==> src/rtl/reset_nmi_ctrl.sv <==
// Turns debounced keyboard f12/f11/f5 requests into timed CPU reset, boot-select and NMI controls.
// Define RESET_DEBOUNCE_EN for counter debouncing; otherwise inputs use a 2-stage ce-sampled synchronizer.
module reset_nmi_ctrl #(
    parameter int DEBOUNCE   = 4096,
    parameter int RST_CYCLES = 1024,
    parameter int NMI_CYCLES = 32
) (
    input  logic clock,
    input  logic reset,
    input  logic ce,
    input  logic f12,
    input  logic f11,
    input  logic f5,
    output logic rst_n,
    output logic nmi_n,
    output logic boot,
    output logic busy
);

    localparam int MAX_CYCLES = (RST_CYCLES > NMI_CYCLES) ? RST_CYCLES : NMI_CYCLES;
    localparam int CW = $clog2(MAX_CYCLES + 1);

    typedef enum logic [2:0] {
        S_IDLE,
        S_RESET,
        S_HOLD,
        S_NMI,
        S_NMI_WAIT
    } state_t;

    typedef enum logic [1:0] {
        TRG_NONE,
        TRG_F12,
        TRG_F11
    } trig_t;

    if (DEBOUNCE < 1 || RST_CYCLES < 1 || NMI_CYCLES < 1) begin : g_param_check
        $error("reset_nmi_ctrl: DEBOUNCE, RST_CYCLES and NMI_CYCLES must all be >= 1");
    end

    // Bit order: [2]=f12, [1]=f11, [0]=f5
    logic [2:0] req_in;
    logic [2:0] db_q, db_d;
    logic [2:0] fall;

    assign req_in = {f12, f11, f5};

`ifdef RESET_DEBOUNCE_EN
    localparam int DW = (DEBOUNCE > 1) ? $clog2(DEBOUNCE) : 1;
    localparam logic [DW-1:0] DB_LAST = DW'(DEBOUNCE - 1);

    logic [2:0][DW-1:0] dcnt_q, dcnt_d;

    // A new level must persist for DEBOUNCE consecutive ce ticks before it is accepted.
    always_comb begin
        dcnt_d = dcnt_q;
        db_d   = db_q;
        if (ce) begin
            for (int i = 0; i < 3; i++) begin
                if (req_in[i] == db_q[i]) begin
                    dcnt_d[i] = '0;
                end else if (dcnt_q[i] >= DB_LAST) begin
                    db_d[i]   = req_in[i];
                    dcnt_d[i] = '0;
                end else begin
                    dcnt_d[i] = dcnt_q[i] + DW'(1);
                end
            end
        end
    end

    always_ff @(posedge clock) begin
        if (reset) begin
            dcnt_q <= '0;
            db_q   <= 3'b111;
        end else begin
            dcnt_q <= dcnt_d;
            db_q   <= db_d;
        end
    end
`else
    logic [2:0] sync_q, sync_d;

    always_comb begin
        sync_d = sync_q;
        db_d   = db_q;
        if (ce) begin
            sync_d = req_in;
            db_d   = sync_q;
        end
    end

    always_ff @(posedge clock) begin
        if (reset) begin
            sync_q <= 3'b111;
            db_q   <= 3'b111;
        end else begin
            sync_q <= sync_d;
            db_q   <= db_d;
        end
    end
`endif

    // Events fire on the tick the debounced level drops, so the FSM reacts without extra delay.
    assign fall = db_q & ~db_d;

    state_t        state_q, state_d;
    trig_t         trig_q, trig_d;
    logic [CW-1:0] cnt_q, cnt_d;
    logic          boot_q, boot_d;
    logic          rst_n_q, rst_n_d;
    logic          nmi_n_q, nmi_n_d;
    logic          busy_q, busy_d;
    logic          rst_req;
    logic          trig_low;

    assign rst_req = fall[2] | fall[1];

    always_comb begin
        case (trig_q)
            TRG_F12: trig_low = ~db_q[2];
            TRG_F11: trig_low = ~db_q[1];
            default: trig_low = 1'b0;
        endcase
    end

    always_comb begin
        state_d = state_q;
        trig_d  = trig_q;
        cnt_d   = cnt_q;
        boot_d  = boot_q;
        if (ce) begin
            case (state_q)
                S_IDLE, S_NMI, S_NMI_WAIT: begin
                    if (rst_req) begin
                        state_d = S_RESET;
                        cnt_d   = CW'(RST_CYCLES);
                        trig_d  = fall[2] ? TRG_F12 : TRG_F11;
                        boot_d  = ~fall[2];
                    end else if (state_q == S_IDLE) begin
                        if (fall[0]) begin
                            state_d = S_NMI;
                            cnt_d   = CW'(NMI_CYCLES);
                        end
                    end else if (state_q == S_NMI) begin
                        if (cnt_q <= CW'(1)) begin
                            state_d = S_NMI_WAIT;
                            cnt_d   = '0;
                        end else begin
                            cnt_d = cnt_q - CW'(1);
                        end
                    end else if (db_q[0]) begin
                        state_d = S_IDLE;
                    end
                end
                S_RESET: begin
                    if (cnt_q <= CW'(1)) begin
                        cnt_d   = '0;
                        state_d = trig_low ? S_HOLD : S_IDLE;
                    end else begin
                        cnt_d = cnt_q - CW'(1);
                    end
                end
                S_HOLD: begin
                    if (!trig_low) begin
                        state_d = S_IDLE;
                    end
                end
                default: state_d = S_IDLE;
            endcase
        end
    end

    // Outputs are decoded from the next state so they register alongside it.
    always_comb begin
        rst_n_d = ~((state_d == S_RESET) || (state_d == S_HOLD));
        nmi_n_d = (state_d != S_NMI);
        busy_d  = (state_d != S_IDLE);
    end

    always_ff @(posedge clock) begin
        if (reset) begin
            state_q <= S_RESET;
            trig_q  <= TRG_NONE;
            cnt_q   <= CW'(RST_CYCLES);
            boot_q  <= 1'b0;
            rst_n_q <= 1'b0;
            nmi_n_q <= 1'b1;
            busy_q  <= 1'b1;
        end else begin
            state_q <= state_d;
            trig_q  <= trig_d;
            cnt_q   <= cnt_d;
            boot_q  <= boot_d;
            rst_n_q <= rst_n_d;
            nmi_n_q <= nmi_n_d;
            busy_q  <= busy_d;
        end
    end

    assign rst_n = rst_n_q;
    assign nmi_n = nmi_n_q;
    assign boot  = boot_q;
    assign busy  = busy_q;

endmodule
==> config.mk <==
export PLATFORM = sky130hd
export DESIGN_NAME = reset_nmi_ctrl
export DESIGN_NICKNAME = d
export VERILOG_FILES = /design/src/rtl/reset_nmi_ctrl.sv
export SDC_FILE = /design/constraint.sdc
export NUM_CORES = 1
export LEC_CHECK = 0
export ABC_AREA = 1
export CAP_MARGIN = 25
export CORE_MARGIN = 3
export CORE_UTILIZATION = 57
export DETAILED_ROUTE_END_ITERATION = 8
export PLACE_DENSITY = 0.74
export SLEW_MARGIN = 20
export SYNTH_ARGS = -nofsm -noshare
export SYNTH_HDL_FRONTEND = slang
export SYNTH_SLANG_ARGS = --single-unit
==> constraint.sdc <==
create_clock -name clock -period 1.69 [get_ports clock]
set_input_delay 0.169 -clock clock [delete_from_list [all_inputs] [get_ports clock]]
set_output_delay 0.169 -clock clock [all_outputs]
set_load 0.03 [all_outputs]
==> metrics list, run 1 <==
- Outcome: complete, no violations
* Highest clock frequency the design can meet: around 630 MHz
* Ratio of routed vias to standard cells: around 5.2
- The worst-case IR drop observed on VDD is approximately 0.62 mV.
* Int Pwr: between 1 and 1.5 mW
* Sequential share of the synthesized area: 35.3%
- Among all stages on the critical path, the largest delay is contributed by clkdlybuf4s50_1.
* Overall die area: approximately 3100 sq um
* Num CTS Buffers: 3
- Clock transition time at the flip-flop clock pins of the worst setup and hold paths: 0.14 ns
* Clock group share of total power: roughly 16%
- Compound-cell area share of the yosys netlist: approximately 11%
* Syn nets: between 200 and 250
- Net switching is 37.2% of the power.
- Port-buffer cells: 9
* Drt first-iter violations: 40
- Detailed placement HPWL: 2.31 mm
- Across all setup checks in the final design, the least slack found is about 0.11 ns.
- Of all flip-flops after synthesis, the portion carrying an async set or reset was 0%.
- Proportion of layout cells with a drive suffix above 1: a little under a quarter
- Chip Width: ~56 um
- Grouping stages by cell kind, the critical path spends the most delay in buffers and inverters.
- For this run, the slowest stage of the critical path takes roughly 0.70 ns.
* Initial antenna violation count: 0
* LEAKAGE: a little under 0.8 nW
- Power comes to between 1.5 and 2 mW.
* Final setup violation count: 0
- Vias in the first global route: roughly 1.3k
* Adder-cell area share of the yosys netlist: around 3.5%
* DRC violation count after routing: 0
* Synthesis warning total: 0
- For the worst setup path, the data arrival time is roughly 1.4 ns.
- Main combinational cell family by area after synthesis: simple AND/OR/NAND/NOR gates
* Post-place setup slack: -0.162 ns
- In this run the power spent charging and discharging nets is ~0.60 mW.
- At the end of the flow, the number of nets in the layout was about 240.
- Period utilisation layout: around 94%
- Global routing used 20.7% of the available tracks across all layers.
* Share of total power in combinational logic: 38.9%
- In this run the remaining antenna-violating nets after routing total 0.
- Final Hold Viols: 0
- Pre-Repair DR Iteration Count: 5
- Sequential cells burn between 40 and 50% of the power.
* Average cell area after synthesis: 7.05 sq um
- Reg-to-reg setup timing slack: around 0.12 ns
- The tree is rooted in a clkbuf_4.
- Initial standard-cell utilization of the core: 62.3%
- Placer congestion estimate: roughly 1.0
- Relative area change from synthesis to final layout: 18.0%
- Cell area power density: 970 nW/um^2
* Clock latency reported for the late side of the worst-skew pair: a little over 0.3 ns
* Class of the tightest hold or removal check: in2reg
- CTS H-Tree Depth: 1
- Number of filler instances in the final layout: roughly 190
- At the pin with the least slew margin, the transition time is ~0.32 ns.
- Setup repair after global routing missed its margin: yes
* Pin count of the biggest net entering global routing: 14
- Post-Route WL: 2.94 mm
- Number of pins exceeding their max-slew limit in the final report: 0
- In this run the vertical extent of the chip is 55.9 um.
- Pin placement for this block handled 10 I/O pins.
* TritonCTS clock tree: yes
- Total placed cells including tap cells: ~250
* Data required time at the worst endpoint: about 1.5 ns
* Global-route wire length before repair: 5.27 mm
* Maximum number of buffers from clock root to sink: 2
- The clock arrives with between 0.01 and 0.015 ns of skew.
- Count of max-cap constraint violations: 0
- For this run, the number of standard cells in the final layout without fillers is 253.
- Register bit total from synthesis: 25
* Share of the synthesized netlist area taken by xor and xnor gates: about 3.1%
* Most used flip-flop cell after synthesis: dfxtp_1
* Inserted Diodes: 0
- Number of unique standard cell types used by synthesis: 33
- Number of rows in the core area: 17
- Number of standard cells after synthesis: approximately 200
- Crit. End Element: primary output
- Critical path peak fanout: 4
* Multiplexer fraction of the synthesized cell area: 0%
* Cell area after technology mapping: 1420 sq um
- Critical path buffer and inverter count: 1
- Detailed routing inserted a total of ~1.3k vias.
- The synthesized netlist devotes about two fifths of its cell area to simple gates.
- For this run the aggregate overflow at the end of global routing stands at 0.
- In this run, post-CTS hold repair placed 0 buffers.
- Number of flops mapped to enable cells by yosys: 0
- Number of sinks handled by clock tree synthesis: 25
* Critical Setup Path Class: reg2out
- Relative slew slack: approximately 80%
- The core region is about 2300 sq um.
* Cell chain of the critical path: clkdlybuf4s50_1
- The worst setup path is launched from a register.
- Shortest period the worst path allows: ~1.6 ns
- In the final routed layout, each cell accounts on average for 11.6 um.
cells by family (layout without fill, tap and decap cells):
group / after synthesis / after routing
AOI/OAI and AO/OA: 26 / 26
buffers and inverters: 32 / 56
adders and majority gates: 4 / 4
DFF: 25 / 25
xor gates and xnor gates: 5 / 5
and+or+nand+nor: 109 / 109
layout make-up:
| class | count | area, sq um | share of cell area (%) |
|---|---|---|---|
| clock buffers | 4 | 26.3 | 1.57 |
| inverters | 30 | 115 | 6.88 |
| multi-input cells | 144 | 806 | 48.2 |
| flip-flops and latches | 25 | 503 | 30.1 |
| well taps | 28 | 35.0 | 2.09 |
| repair buffers | 22 | 188 | 11.2 |
registers in the layout, summed over array words and instances, names as in the netlist:
name / flops
busy: 1
cnt_q: 11
db_q: 3
nmi_n: 1
rst_n: 1
state_q: 3
sync_q: 3
trig_q: 2
path summary, 6_finish.rpt:
kind                                               end  cells past startpoint                    from
worst max-delay path                              boot                      1  trig_q[1]$_SDFFE_PP0P_
worst min-delay path            sync_q[0]$_SDFFE_PP1P_                      3                      f5
worst max register to register        rst_n$_SDFF_PP0_                     10   cnt_q[5]$_SDFFE_PP0P_
worst min register to register   cnt_q[1]$_SDFFE_PP0P_                      2   cnt_q[1]$_SDFFE_PP0P_
cells in the final DEF (no fill, tap or decap), types with 2 or more instances in the layout:
cell type	n
a21oi_1	11
buf_4	13
clkbuf_4	3
clkdlybuf4s50_1	9
dfxtp_1	23
dfxtp_2	2
ha_1	4
inv_1	25
inv_2	4
nand2_1	39
nand2_2	7
nand3_1	14
nand3_2	2
nand4_1	2
nor2_1	24
nor2_2	8
nor2_4	3
nor3_1	2
nor3_2	2
nor3b_2	2
o211ai_1	2
o21ai_0	7
or2_0	2
xor2_1	4
synth_stat cells, types with 2 or more instances:
cell | count | area, sq um
nand2_1 | 40 | 150
nor2_4 | 3 | 33.8
nor2_1 | 26 | 97.6
ha_1 | 4 | 50.1
dfxtp_1 | 25 | 500
inv_2 | 2 | 7.51
nor3_1 | 3 | 15.0
nand3_2 | 2 | 20.0
nand3_1 | 14 | 70.1
xor2_1 | 4 | 35.0
or2_0 | 2 | 12.5
a21oi_1 | 11 | 55.1
nand4_1 | 2 | 12.5
inv_1 | 26 | 97.6
nand2_2 | 6 | 37.5
o211ai_1 | 2 | 15.0
nor2_2 | 6 | 37.5
nor3b_2 | 2 | 25.0
o21ai_0 | 7 | 35.0
stage by stage:
stage / hold WS [ns] / cell area, sq um / TNS, ns / utilization (%)
after floorplan: 0.291 / 1420 / 0 / -
after global placement: 0.464 / 1620 / -0.773 / 71.4
after detailed placement: 0.485 / 1620 / -1.46 / 71.4
after CTS: 0.404 / 1650 / 0 / 72.5
after global routing: 0.450 / 1670 / -0.0713 / 73.5
final: 0.415 / 1670 / 0 / 73.5
power groups by stage:
stage | combinational, mW | clock (mW) | sequential [mW]
after floorplan | 0.456 | 0 | 0.738
after global placement | 0.596 | 0 | 0.734
after detailed placement | 0.611 | 0 | 0.738
after CTS | 0.615 | 0.278 | 0.725
after global routing | 0.712 | 0.300 | 0.737
final | 0.631 | 0.263 | 0.728
per-layer routing:
| metal | global-route usage [%] | wire [um] |
|---|---|---|
| met5 | 0 | 0 |
| met4 | 9.15 | 103 |
| met3 | 3.02 | 105 |
| met2 | 35.8 | 1450 |
| met1 | 25.2 | 1280 |
worst min-delay path, cell delays in order:
cell and delay (ns):
clkdlybuf4s50_1 0.40, nand2_1 0.06, nand3_1 0.07
repair_timing:
item | CTS | global route
setup buffers | 0 | 1
endpoints found under the setup margin | 0 | 13
gates resized for setup | 0 | 8
(Power assumes the default switching activity.)
==> run 2: changes to the inputs <==
- SKIP_LAST_GASP: default -> 1
==> run 2 against run 1 <==
Clock power about the same. Hold slack stayed put. Routed wire length unchanged. First-iteration DRC count did not move. Maximum frequency unchanged. Design area stayed put. Critical path depth is the same. Core utilization unchanged. Via count did not move. Final cell count is the same. Non-clock buffer count unchanged. Highest routed layer unchanged.
==> metrics list, run 2 (synthesis gave the netlist of run 1 again) <==
- Switching component of the power: about 0.60 mW
* Clock transition time at the flip-flop clock pins of the worst setup and hold paths: between 0.1 and 0.15 ns
- Critical path's slowest cell: clkdlybuf4s50_1
- The final hold violation count is 0.
- Relative to the synthesized area, the layout overhead comes to 18.0%.
* Most frequent standard cell in the layout excluding fill and tap cells: nand2_1
- Total placed cells including tap cells: about 250
- The number of buffers and inverters on the critical path is 1.
- Critical path peak fanout: 4
- Setup repair after global routing could not meet its margin everywhere.
- Congestion Overflow GR: 0
* Number of pins exceeding their max-slew limit in the final report: 0
- Measured against its own limit, the worst slew margin works out to roughly four fifths.
- Vias in the first global route: 1272
* Cell chain of the critical path: clkdlybuf4s50_1
* Switching part of the total: around 37%
- In this run, the combinational gates consume between 30% and 40% of the power.
- The number of antenna violations at the first check in global routing was 0.
- Post-layout worst setup margin: between 0.1 and 0.15 ns
- For this run, the slowest stage of the critical path takes 0.70 ns.
- LEAKAGE: between 0.7 and 0.8 nW
* Arrival time at the worst endpoint: approximately 1.4 ns
- STA classifies the critical path endpoint as a primary output.
- The worst register-to-register path begins at cnt_q[5]$_SDFFE_PP0P_.
- The tree is rooted in a clkbuf_4.
- For the finished layout, the period the worst path requires is around 1.6 ns.
- In the global route stage, overall resource usage came out at between 20% and 30%.
- In this run the core area contains 17 standard-cell rows.
- Worst clock skew on the final layout: between 0.01 and 0.015 ns
- Final setup violation count: 0
* Port-buffer cells: 9
* Count of max-cap constraint violations: 0
- For this run, the top clock speed supported by timing is roughly 630 MHz.
- The initial utilization of the core area, before any placement, comes to roughly 62%.
* Pin count of the biggest net entering global routing: 14
- Commonest cells after routing, fill and taps aside: 39 x nand2_1, 25 x inv_1, 24 x nor2_1
- Detailed placement finished with a half-perimeter wire length of roughly 2.3 mm.
* Maximum number of buffers from clock root to sink: 2
- Num CTS Buffers: 3
* CTS H-Tree Depth: 1
* Register bank with the most flops: cnt_q
- In the final routed layout, each cell accounts on average for ~12 um.
- The clock drives 25 sinks.
* Placer congestion estimate: ~1
- Pre-Repair DR Iteration Count: 5
- In this run the count of I/O pins placed on the die edge is 10.
- Cell area power density: 970 nW/um^2
- DRC violation count after routing: 0
- The die is 55.9 um tall.
- The floorplan step defined a core boundary enclosing 2280 sq um.
- The flow ran to the end, and the final reports show no timing, DRC or antenna violations.
* Core Util, Final: between 70% and 80%
- Class of the tightest hold or removal check: in2reg
* Final layout net count: about 240
- The first routing iteration left 40 violations.
- The finished layout holds ~250 standard cells, fillers aside.
- The post-route netlist has a little under a quarter of its cells at a drive strength greater than 1.
- TritonCTS built the clock tree.
- The register with the most flip-flops in the layout has 11 of them.
- Post-Route WL: around 3 mm
* Period utilisation layout: 93.6%
- In this run the remaining antenna-violating nets after routing total 0.
- VDD sags by at most approximately 0.6 mV.
* Worst-Margin Slew: about 0.32 ns
- The repair_antennas step left the layout with diodes totalling 0.
- Overall die area: between 3000 and 4000 sq um
- Reg power frac: between 40% and 50%
- Clock latency reported for the late side of the worst-skew pair: approximately 0.31 ns
- For this design, the CTS-stage hold fixing added 0 buffers.
- The first global-routing pass estimated between 5 and 6 mm of wire.
- The clock network accounts for between 15 and 20% of the total power.
- Before CTS, the worst setup slack after placement is -0.162 ns.
- Int Pwr: around 1.0 mW
- The routed layout has between 1k and 1.5k vias.
- The critical path in this run is classified as reg2out.
- Launching element of the worst setup path: trig_q[1]$_SDFFE_PP0P_
* Data required time at the worst endpoint: roughly 1.5 ns
* Critical Path Start Type: register
* HP Start: f5
* Chip Width: roughly 56 um
* Delay-heaviest family, CP: buffers and inverters
* Ratio of routed vias to standard cells: roughly 5.2
[run 2: cell counts in the layout (fill, tap and decap cells not counted)]
Identical to the previous run, type by type.
[run 2: cell type report]
| type | instances | area [sq um] |
|---|---|---|
| multi-input combinational | 144 | 806 |
| fill | 194 | 603 |
| sequential | 25 | 503 |
| timing repair buffer | 22 | 188 |
| inverter | 30 | 115 |
| tap | 28 | 35.0 |
| clock buffer | 4 | 26.3 |
[run 2: power groups by stage]
stage          logic [mW]  clock network, mW  registers [mW]
6_report            0.631              0.263           0.728
4_1_cts             0.615              0.278           0.725
2_1_floorplan       0.456                  0           0.738
3_5_place_dp        0.611                  0           0.738
3_3_place_gp        0.596                  0           0.734
5_1_grt             0.712              0.300           0.737
[run 2: per-stage QoR]
stage | hold WS (ns) | cell area, sq um | setup TNS, ns | power (mW)
4_1_cts | 0.404 | 1650 | 0 | 1.62
3_5_place_dp | 0.485 | 1620 | -1.46 | 1.35
5_1_grt | 0.450 | 1670 | -0.0713 | 1.75
6_report | 0.415 | 1670 | 0 | 1.62
3_3_place_gp | 0.464 | 1620 | -0.773 | 1.33
2_1_floorplan | 0.291 | 1420 | 0 | 1.19
[run 2: routing by layer]
layer / GRT usage [%] / share of wire [%] / vias up
li1: - / - / 683
met1: 25.2 / 44 / 593
met2: 35.8 / 49 / 37
met3: 3.02 / 3.6 / 12
met4: 9.15 / 3.5 / 0
met5: 0 / 0 / -
[run 2: path summary, 6_finish.rpt]
| path | endpoint | slack [ns] | cells after the start |
|---|---|---|---|
| setup / recovery | boot | 0.11 | 1 |
| hold / removal | sync_q[0]$_SDFFE_PP1P_ | 0.41 | 3 |
| setup reg to reg | rst_n$_SDFF_PP0_ | 0.12 | 10 |
| hold reg to reg | cnt_q[1]$_SDFFE_PP0P_ | 0.50 | 2 |
[run 2: worst min-delay path, stage by stage]
cell	delay, ns
clkdlybuf4s50_1	0.40
nand2_1	0.06
nand3_1	0.07
[run 2: timing repair]
| item | in CTS | in global routing |
|---|---|---|
| setup endpoints to repair | 0 | 13 |
| resized for setup | 0 | 8 |
| setup buffers | 0 | 1 |
==> run 3: changes to the inputs <==
- GPL_ROUTABILITY_DRIVEN: default -> 0
==> run 3 against run 2 <==
Clock power is 3% higher. Flip-flop and latch count unchanged. Hold slack lost 0.0043 ns. Routed wire length rose by 2.7%. Largest power group unchanged. Maximum frequency is 0.21% lower. Register-to-register slack is essentially flat. Design area up 0.67%. Sequential power about the same. Clock skew decreased by 0.0066 ns. Die area is the same. Final cell count is 0.40% lower. Highest routed layer unchanged. Combinational power hardly changed.
==> metrics list, run 3 (synthesis gave the netlist of run 1 again) <==
* Outcome: complete, no violations
- Across the run, the number of max-cap violations was 0.
- Fill cells in the final layout number roughly 180.
* CTS root buffer: clkbuf_4
* Vias in the first global route: between 1k and 1.5k
- Number of rows in the core area: 17
* Post-Route WL: 3.02 mm
- Shortest period the worst path allows: 1.59 ns
* Reg-to-reg setup timing slack: 0.11 ns
- In this run the critical register-to-register path is launched from cnt_q[1]$_SDFFE_PP0P_.
* Logic depth of the worst register-to-register path: 9
- No sink is reached through more buffers than the 2 on the longest clock path.
- Flip-flop count of the largest register, all copies and words added: 11
- Cts repair resizes: 0
- Commonest cells after routing, fill and taps aside: 38 x nand2_1, 25 x inv_1, 22 x nor2_1, 22 x dfxtp_1, 14 x nand3_1
* HP Start: f5
- Critical Setup Path Class: reg2out
- TritonCTS built the clock tree.
* Cell area power density: between 900 and 1000 nW/um^2
- Counting instances, the worst hold path has a depth of 3.
- Number of sinks handled by clock tree synthesis: 25
- After global routing the overflow that remains totals 0.
- Inserted Diodes: 0
- Highest clock frequency the design can meet: approximately 630 MHz
- Setup Buffers After CTS: 0
- Overall die area: between 3000 and 4000 sq um
- For this block, the via count after detailed routing is approximately 1.3k.
- For this configuration, the core starts out at a cell density of between 60% and 70%.
- Final standard cell count with taps included and fillers excluded: between 200 and 300
- Total area of multi-input combinational cells: approximately 800 sq um
* Relative area change from synthesis to final layout: 18.8%
* LEAKAGE: approximately 0.79 nW
- After legalization and detailed placement, the total HPWL measured 2.32 mm.
- Pin count of the biggest net entering global routing: 15
* Class of the tightest hold or removal check: in2reg
* Crit. End Element: primary output
* Arrival time at the worst endpoint: between 1 and 1.5 ns
- Switching part of the total: between 30% and 40%
- Summed over all failing endpoints, the final setup total negative slack is 0 ns.
- Core area: 2280 sq um
- Walking the worst path, the cells encountered are clkdlybuf4s50_1.
* Post-DR wirelength/cell: around 12 um
- For this run, the total global-route usage over all layers was measured as between 20% and 30%.
* Global-route wire length before repair: between 5 and 6 mm
- Finished layout cell area: ~1700 sq um
* Num CTS Buffers: 3
- Pre-Repair DR Iteration Count: 4
- Setup repair after global routing missed its margin: no
- Register bank with the most flops: cnt_q
- Worst clock skew on the final layout: about 0.0037 ns
- Smallest hold slack: between 0.4 and 0.5 ns
- Worst-Margin Slew: about 0.35 ns
* Worst ir drop on vdd: around 0.67 mV
- The detailed router finished its first iteration with 45 violations.
* Int Pwr: between 1 and 1.5 mW
* Final layout net count: about 240
* Initial antenna violation count: 0
- The clock network accounts for between 10% and 20% of the total power.
* Proportion of layout cells with a drive suffix above 1: 25.4%
* Critical Path Start Type: register
- The worst pin sits at a relative slew slack of approximately three quarters.
* Clock latency reported for the late side of the worst-skew pair: approximately 0.32 ns
- Critical path peak fanout: 4
- After layout, the worst path uses between 90% and 100% of the clock period.
- After detailed routing, the number of remaining DRC violations is 0.
- For this design, the CTS-stage hold fixing added 0 buffers.
* Delay-heaviest family, CP: buffers and inverters
* Post-DP Area: 1620 sq um
- Input and output buffers added on the ports amount to 9.
- Dividing the detail-routed via count by the number of cells gives 5.27.
- Data required time at the worst endpoint: 1.52 ns
- The die is roughly 56 um wide.
- Counting both buffers and inverters, the worst setup path holds a total of 1.
- Number of pins exceeding their max-slew limit in the final report: 0
* # IOs: 10
* Final setup violation count: 0
- In this run the number of H-tree levels came out at 1.
- Die Y: roughly 56 um
- The final hold violation count is 0.
- Including well taps, the total number of placed cells is around 250.
- Critical register-to-register path endpoint: cnt_q[0]$_SDFFE_PP0P_
* Worst hold endpoint: sync_q[0]$_SDFFE_PP1P_
- Most frequent standard cell in the layout excluding fill and tap cells: nand2_1
* Maximum single-stage delay on the critical path: about 0.7 ns
* Critical path's slowest cell: clkdlybuf4s50_1
- Reg power frac: 44.7%
- Clock transition time at the flip-flop clock pins of the worst setup and hold paths: roughly 0.14 ns
* Share of total power in combinational logic: between 30% and 40%
* Number of nets with antenna violations after routing: 0
- Switching component of the power: between 0.6 and 0.7 mW
* Sequential cell area: roughly 510 sq um
[run 3: cell count changes in the layout (fill, tap and decap cells not counted), sizes merged]
cell    delta
clkinv     +1
clkbuf     -1
buf        -1
[run 3: final cells by class]
type / count / area share [%]
sequential: 25 / 30.1
multi-input combinational: 144 / 48.7
clock buffer: 3 / 1.34
inverter: 30 / 6.84
tap: 28 / 2.08
clock inverter: 1 / 0.297
timing repair buffer: 21 / 10.7
[run 3: worst max-delay path by stage]
| stage | from | cells past startpoint | end |
|---|---|---|---|
| after floorplan | trig_q[1]$_SDFFE_PP0P_ | 12 | rst_n$_SDFF_PP0_ |
| after global placement | ce | 10 | cnt_q[6]$_SDFFE_PP0P_ |
| after detailed placement | ce | 10 | cnt_q[6]$_SDFFE_PP0P_ |
| after CTS | cnt_q[1]$_SDFFE_PP0P_ | 13 | rst_n$_SDFF_PP0_ |
| after global routing | cnt_q[0]$_SDFFE_PP0P_ | 9 | cnt_q[10]$_SDFFE_PP1P_ |
| final | trig_q[1]$_SDFFE_PP0P_ | 1 | boot |
[run 3: through the flow]
step / util [%] / setup WS (ns) / total power, mW
finish: 74.0 / 0.104 / 1.64
global route: 74.0 / 0.00261 / 1.75
CTS: 72.6 / 0.0134 / 1.62
detailed placement: 71.4 / -0.153 / 1.35
global placement: 71.4 / -0.0941 / 1.33
floorplan: - / 0.184 / 1.19
[run 3: power groups by stage]
stage | logic [mW] | registers (mW) | clock network (mW)
2_1_floorplan | 0.456 | 0.738 | 0
6_report | 0.634 | 0.731 | 0.271
3_3_place_gp | 0.596 | 0.734 | 0
4_1_cts | 0.611 | 0.725 | 0.287
3_5_place_dp | 0.608 | 0.738 | 0
5_1_grt | 0.708 | 0.739 | 0.300
[run 3: worst reg2reg max path: stages (launching register included)]
cell and delay [ns]:
dfxtp_4 0.39, inv_2 0.06, ha_2 0.16, nor2_2 0.05
nor2_2 0.15, nand2_2 0.13, nand2_1 0.09, nor2_2 0.05
o21ai_4 0.31, a21oi_1 0.09
[run 3: routing by layer]
layer / GRT usage, % / routed length, um / up-vias
li1: - / - / 679
met1: 22.7 / 1250 / 619
met2: 37.0 / 1600 / 24
met3: 5.34 / 125 / 7
met4: 7.12 / 41 / 0
met5: 0 / 0 / -
